**config.mk**
```make
export PLATFORM = sky130hd
export DESIGN_NAME = led_scan
export DESIGN_NICKNAME = d
export VERILOG_FILES = /design/src/rtl/led_scan.sv
export SDC_FILE = /design/constraint.sdc
export NUM_CORES = 1
export LEC_CHECK = 0
export ABC_AREA = 1
export CAP_MARGIN = 20
export CELL_PAD_IN_SITES_DETAIL_PLACEMENT = 1
export CELL_PAD_IN_SITES_GLOBAL_PLACEMENT = 1
export CORE_MARGIN = 2
export CORE_UTILIZATION = 33
export DETAILED_ROUTE_END_ITERATION = 16
export PLACE_DENSITY_LB_ADDON = 0.12
export SLEW_MARGIN = 15
export SYNTH_ARGS = -nofsm -noshare
export SYNTH_HDL_FRONTEND = slang
export SYNTH_SLANG_ARGS = --single-unit
```
**constraint.sdc**
```tcl
create_clock -name clk -period 1.57 [get_ports clk]
set_input_delay 0.314 -clock clk [delete_from_list [all_inputs] [get_ports clk]]
set_output_delay 0.314 -clock clk [all_outputs]
set_load 0.03 [all_outputs]
```
**src/rtl/led_scan.sv**
```systemverilog
// Time-multiplexed 7-segment scanner: advances one digit per led_clk rising edge, latching inputs once per frame.
// Optional leading-zero blanking is compiled in when SEG_LZB_EN is defined.
module led_scan #(
  parameter int NUM_DIGITS = 8
) (
  input  logic                    clk,
  input  logic                    reset,
  input  logic                    led_clk,
  input  logic [4*NUM_DIGITS-1:0] data_in,
  input  logic [NUM_DIGITS-1:0]   dp_in,
  input  logic [NUM_DIGITS-1:0]   en_in,
  output logic [NUM_DIGITS-1:0]   an,
  output logic [6:0]              seg,
  output logic                    dp,
  output logic                    frame_done
);

  localparam int IDX_W    = $clog2(NUM_DIGITS);
  localparam int LAST_IDX = NUM_DIGITS - 1;

  logic                    led_clk_q;
  logic [IDX_W-1:0]        idx_q, idx_d;
  logic [4*NUM_DIGITS-1:0] data_s_q;
  logic [NUM_DIGITS-1:0]   dp_s_q, en_s_q;
  logic [NUM_DIGITS-1:0]   an_q, an_d;
  logic [6:0]              seg_q, seg_d;
  logic                    dp_q, dp_d;
  logic                    frame_done_q;

  logic                    tick, wrap;
  logic [4*NUM_DIGITS-1:0] data_shift;
  logic [3:0]              nib;
  logic [NUM_DIGITS-1:0]   onehot;
  logic                    visible;

  function automatic logic [6:0] hex7(input logic [3:0] h);
    case (h)
      4'h0: hex7 = 7'h40;
      4'h1: hex7 = 7'h79;
      4'h2: hex7 = 7'h24;
      4'h3: hex7 = 7'h30;
      4'h4: hex7 = 7'h19;
      4'h5: hex7 = 7'h12;
      4'h6: hex7 = 7'h02;
      4'h7: hex7 = 7'h78;
      4'h8: hex7 = 7'h00;
      4'h9: hex7 = 7'h10;
      4'hA: hex7 = 7'h08;
      4'hB: hex7 = 7'h03;
      4'hC: hex7 = 7'h46;
      4'hD: hex7 = 7'h21;
      4'hE: hex7 = 7'h06;
      default: hex7 = 7'h0E;
    endcase
  endfunction

  // Edge detect and scan index: a held-high led_clk yields one tick only.
  assign tick = led_clk & ~led_clk_q;
  assign wrap = tick && (idx_q == IDX_W'(LAST_IDX));

  always_comb begin
    idx_d = idx_q;
    if (tick) idx_d = wrap ? '0 : idx_q + IDX_W'(1);
  end

`ifdef SEG_LZB_EN
  logic [IDX_W-1:0] msd_idx;
  always_comb begin
    msd_idx = '0;
    for (int k = 0; k < NUM_DIGITS; k++)
      if (data_s_q[4*k +: 4] != 4'h0) msd_idx = IDX_W'(k);
  end
`endif

  // Pin decode from the current index and shadow copy; registered one clock later.
  always_comb begin
    data_shift = data_s_q >> {idx_q, 2'b00};
    nib        = data_shift[3:0];
    onehot     = {{(NUM_DIGITS-1){1'b0}}, 1'b1} << idx_q;
`ifdef SEG_LZB_EN
    visible    = en_s_q[idx_q] && ((idx_q <= msd_idx) || (idx_q == '0));
`else
    visible    = en_s_q[idx_q];
`endif
    an_d  = '1;
    seg_d = 7'h7F;
    dp_d  = 1'b1;
    if (visible) begin
      an_d  = ~onehot;
      seg_d = hex7(nib);
      dp_d  = ~dp_s_q[idx_q];
    end
  end

  always_ff @(posedge clk) begin
    if (reset) begin
      led_clk_q    <= 1'b0;
      idx_q        <= IDX_W'(LAST_IDX);
      data_s_q     <= '0;
      dp_s_q       <= '0;
      en_s_q       <= '0;
      an_q         <= '1;
      seg_q        <= 7'h7F;
      dp_q         <= 1'b1;
      frame_done_q <= 1'b0;
    end else begin
      led_clk_q    <= led_clk;
      idx_q        <= idx_d;
      frame_done_q <= wrap;
      if (wrap) begin
        data_s_q <= data_in;
        dp_s_q   <= dp_in;
        en_s_q   <= en_in;
      end
      an_q  <= an_d;
      seg_q <= seg_d;
      dp_q  <= dp_d;
    end
  end

  assign an         = an_q;
  assign seg        = seg_q;
  assign dp         = dp_q;
  assign frame_done = frame_done_q;

endmodule

```
; ---- Word level (Yosys, flattened, before mapping)
; Memory sizes are Yosys's and may differ from the RTL's. A register that Yosys moved wholly into a read port is not among the register bits.
; Index checks and enable logic that the tools add are counted.
[totals]
regBits = 62
romBits = 112
inputBits = 51
out_inout_bits = 17
word_cells = 26
mem_count = 1
[classes]
addsub = 1
magnitude_cmp = 1
eq_ne = 1
n_shift = 2
muxes = 5
bitwise = 5
reduce_logical = 2
[mem_list]
columns = name, words, word_bits, rd, rd_clocked_by_memory_dff, write_ports, line
row1 = (no name shown), 16, 7, 1, 1, 0, 37  ; case (h)
[op_table]
columns = operator, n
row1 = >> shifter 32 x 5 -> 4 bit, 1
row2 = NOT 8 bit, 1
row3 = << shifter 1 x 3 -> 8 bit (first input constant), 1
row4 = binary-select mux 1 bit (select 3 bit), 2
row5 = < comparator 3 x 4 -> 1 bit (second input constant), 1
row6 = adder 3 x 1 -> 3 bit (second input constant), 1
row7 = == test 3 bit (second input constant), 1
row8 = two-way mux 3 bit, 1
row9 = NOT 1 bit, 3
row10 = two-way mux 1 bit, 2
row11 = OR reduction 2 bit, 1
row12 = bitwise AND 1 bit, 1
row13 = logical AND 1 bit, 1

; ---- Depth between registers and ports, before layout
[depth]
word_depth = 4
ltp_mapped = 12
ltp_nobuf = 11

; ---- Worst setup path before layout
; OpenSTA, ideal clock, no wires.
[synth_timing]
path_type = register to register
from = register idx_q[0]
to = register seg_q[5] (netlist: seg[5])
setup_ns = 0.125
arrival_ns = 1.553
required_ns = 1.445
slack_ns = -0.108
path_stages_with_launch = 13
path_buffers = 2
period_less_slack_ns = 1.678
cell_sequence = dfxtp_1 > buf_6 > buf_4 > nand2_1 > nand3_1 > nand3_1 > nand2_1 > inv_1 > ha_1 > nand3_1 > nand2_1 > nand2_1 > nand3_1
[synth_via]
elab_chain_cells = 4
elab_cells_between_ends = 5
[synth_rtl]
columns = element, line
row1 = start: declaration, 22  ; logic [IDX_W-1:0] idx_q, idx_d;
row2 = start signal: assignment, 98  ; idx_q <= IDX_W'(LAST_IDX);
row3 = start signal: assignment, 108  ; idx_q <= idx_d;
row4 = binary-select mux 1 bit (select 3 bit), 83  ; visible = en_s_q[idx_q];
row5 = two-way mux 1 bit (implied by the code), 83
row6 = NOT 1 bit (no line), --
row7 = OR reduction 2 bit (no line), --
row8 = end: declaration, 26  ; logic [6:0] seg_q, seg_d;
; Parallel ways exist; a longest one is shown, timed or not. The select of a mux whose other input is x is not followed.
; A chain may end at the register's enable or synchronous reset.

; ---- Final worst setup path
[layout_timing]
from = register idx_q[0]
to = register seg_q[0] (netlist: seg[0])
; Same word-level chain as after synthesis.

==> impl_metrics.env <==
export IMPL_fin_setup_tns_ns=0
export IMPL_period_share=0.993
export IMPL_syn_avg_cell_area_sq_um=7.57
export IMPL_drive_above_1_share=0.226
export IMPL_syn_area_sq_um=3100
export IMPL_hp_class="reg2reg"
export IMPL_hold_viol_final=0
export IMPL_synth_seq_cells=69
export IMPL_area_delta_synth_final_pct=48.2
export IMPL_finalWorstSetupSlack_ns=0.0107
export IMPL_wire_per_inst_um=14.4
export IMPL_start_util=0.338
export IMPL_netSwitchingPower_mw=1.53
export IMPL_seqPwrFrac=0.397
export IMPL_mostFrequentLayoutCell="dfxtp_1"
export IMPL_yosysSeqAreaShare=0.446
export IMPL_crit_start="idx_q[0]"
export IMPL_portBuffers=67
export IMPL_cp_start_kind="register"
export IMPL_drtAntennaViolNets=0
export IMPL_powerDensity_nw_per_um2=1070
export IMPL_met3_usage=0.0312
export IMPL_synthTopCellsByArea="dfxtp_1, nand2_1, a21oi_1"
export IMPL_drtPass1Iterations=4
export IMPL_antenna_found_initial=0
export IMPL_rsz0062_at_grt="true"
export IMPL_final_cell_mix="dfxtp_1, nand2_1, a21oi_1, clkdlybuf4s50_1, inv_1"
export IMPL_synthesis_nets=472
export IMPL_num_vias=3007
export IMPL_cpMaxStageDelayCell="dfxtp_4"
export IMPL_comb_power_share=0.296
export IMPL_core_area_sq_um=9150
export IMPL_relSlewSlack=0.794
export IMPL_p_leak_nw=1.90
export IMPL_die_h_um=101
export IMPL_grt_overflow=0
export IMPL_rr_worst_depth=10
export IMPL_rr_startpoint="idx_q[0]"
export IMPL_place_ws_ns=-0.222
export IMPL_ys_types=25
export IMPL_path_class="reg2reg"
export IMPL_ios=68
export IMPL_dr_first_iter_drc_count=46
export IMPL_met2_usage=0.312
export IMPL_holdPathStages=2
export IMPL_worstPathArrival_ns=1.79
export IMPL_fin_util=0.502
export IMPL_hpwlAfterDp_um=6400
export IMPL_cap_violations=0
export IMPL_die_area_sq_um=10200
export IMPL_root_buffer="clkbuf_8"
export IMPL_status="finished clean"
export IMPL_cts_made_buffers=9
export IMPL_clock_path_buffers=2
export IMPL_routed_via_density=4.82
export IMPL_max_freq_mhz=641
export IMPL_clockPowerShare=0.307
export IMPL_fin_skew_ns=0.00651
export IMPL_grt_total_usage=0.186
export IMPL_path_clk_slew_ns=0.07
export IMPL_grt_pass1_vias=3102
export IMPL_tightest_slew_ns=0.310
export IMPL_hold_buffers=0
export IMPL_finalPower_mw=4.93
export IMPL_critPathMaxFanout=8
export IMPL_synth_top_area_cell="dfxtp_1"
export IMPL_synth_top_area_frac=0.446
export IMPL_routabilityCongestion=0.836
export IMPL_grt_busiest_layer="met2"
export IMPL_peakVddDrop_uv=412
export IMPL_slew_violations=0
export IMPL_synth_cells=409
export IMPL_internal_power_mw=3.40
export IMPL_drcViolationCount=0
export IMPL_hold_ws_ns=0.454
export IMPL_finalWorstPathRequiredPeriod_ns=1.56
export IMPL_fin_nets=571
export IMPL_required_ns=1.80
export IMPL_grt_pass1_wl_um=14800
export IMPL_yosysWarnings=0
export IMPL_wl_um=8970
export IMPL_antennaDiodeCount=0
export IMPL_htree_levels=3
export IMPL_use_met1=0.233
export IMPL_die_w_um=101
export IMPL_hp_start="data_s_q[15]"
export IMPL_reg2reg_slack_ns=0.01
export IMPL_setup_viol=0
export IMPL_numClockSinks=69
export IMPL_clk_latency_ns=0.34
export IMPL_min_to="data_s_q[15]"
export IMPL_cp_end_kind="register"
export IMPL_rows=35
export IMPL_crit_chain="buf_8, nand2_2, nand3_2, nand3_2, nand2_4, buf_6, ha_4, nand3b_1, nand3_1, nand3_1"
export IMPL_slowest_delay_ns=0.38
export IMPL_reg2reg_to="seg[0]"
export IMPL_grt_start_max_net_pins=32
export IMPL_switching_share=0.311
export IMPL_cts_tree="built"
layout make-up:
cell class / instances / area (sq um)
Fill cell: 1120 / 4560
Sequential cell: 69 / 1390
Inverter: 52 / 213
Multi-Input combinational cell: 263 / 1580
Clock inverter: 4 / 45.0
Tap cell: 111 / 139
Clock buffer: 12 / 165
Timing Repair Buffer: 113 / 1060
cells by family (layout without fill, tap and decap cells):
group | count (synthesis) | in the layout | share of synthesized area
AOI/OAI and AO/OA | 107 | 107 | 0.176
adders and majority gates | 12 | 12 | 0.0485
buffers and inverters | 77 | 181 | 0.108
DFF | 69 | 69 | 0.446
and+or+nand+nor | 144 | 144 | 0.222
registers in the layout, indices dropped and copies added (netlist names):
signal / flops
frame_done: 1
seg: 7
led_clk_q: 1
idx_q: 3
en_s_q: 8
dp: 1
dp_s_q: 8
data_s_q: 32
an: 8
critical path, delay by kind of cell (launching register included):
family                   cells  cell delay, ns
AND/OR/NAND/NOR              7            0.62
flip-flops                   1            0.38
buffers and inverters        2            0.29
adder cells (fa/ha/maj)      1            0.15
worst max-delay path by stage:
stage / end / slack, ns / depth (start not counted)
finish: seg[0] / 0.01 / 10
detailed placement: dp_s_q[6] / -0.22 / 7
CTS: dp / -0.00007 / 7
global placement: en_s_q[3] / -0.14 / 7
floorplan: seg[5] / 0.006 / 12
global route: seg[0] / -0.09 / 11
power groups by stage:
| stage | clock network (mW) | registers [mW] | logic (mW) |
|---|---|---|---|
| 2_1_floorplan | 0 | 2.06 | 0.673 |
| 3_3_place_gp | 0 | 1.99 | 1.24 |
| 3_5_place_dp | 0 | 2.00 | 1.26 |
| 4_1_cts | 1.58 | 1.96 | 1.35 |
| 5_1_grt | 1.64 | 1.97 | 1.62 |
| 6_report | 1.51 | 1.96 | 1.46 |
stage by stage:
step,cell area (sq um),instances
2_1_floorplan,3110,409
3_3_place_gp,4110,602
3_5_place_dp,4110,602
4_1_cts,4460,620
5_1_grt,4590,624
6_report,4590,624
per-layer routing:
layer	vias to the layer above	share of wire
met5	-	0
met4	0	0.019
met3	13	0.028
met2	54	0.48
met1	1406	0.47
li1	1534	-
cell usage after synthesis, drive strengths merged:
master and number:
a21oi 55, a31oi 1, buf 11, clkbuf 14, dfxtp 69, ha 12, inv 52, nand2 77
nand3 56, nand3b 1, nand4 3, nor2 7, o211ai 3, o21ai 48
timing repair:
action                                  CTS  global route
gates resized for setup                  54            30
pin swaps                                 6            18
endpoints found under the setup margin   32            44
setup buffers                             2             4
Note: power is estimated with default switching activity, not from simulation.
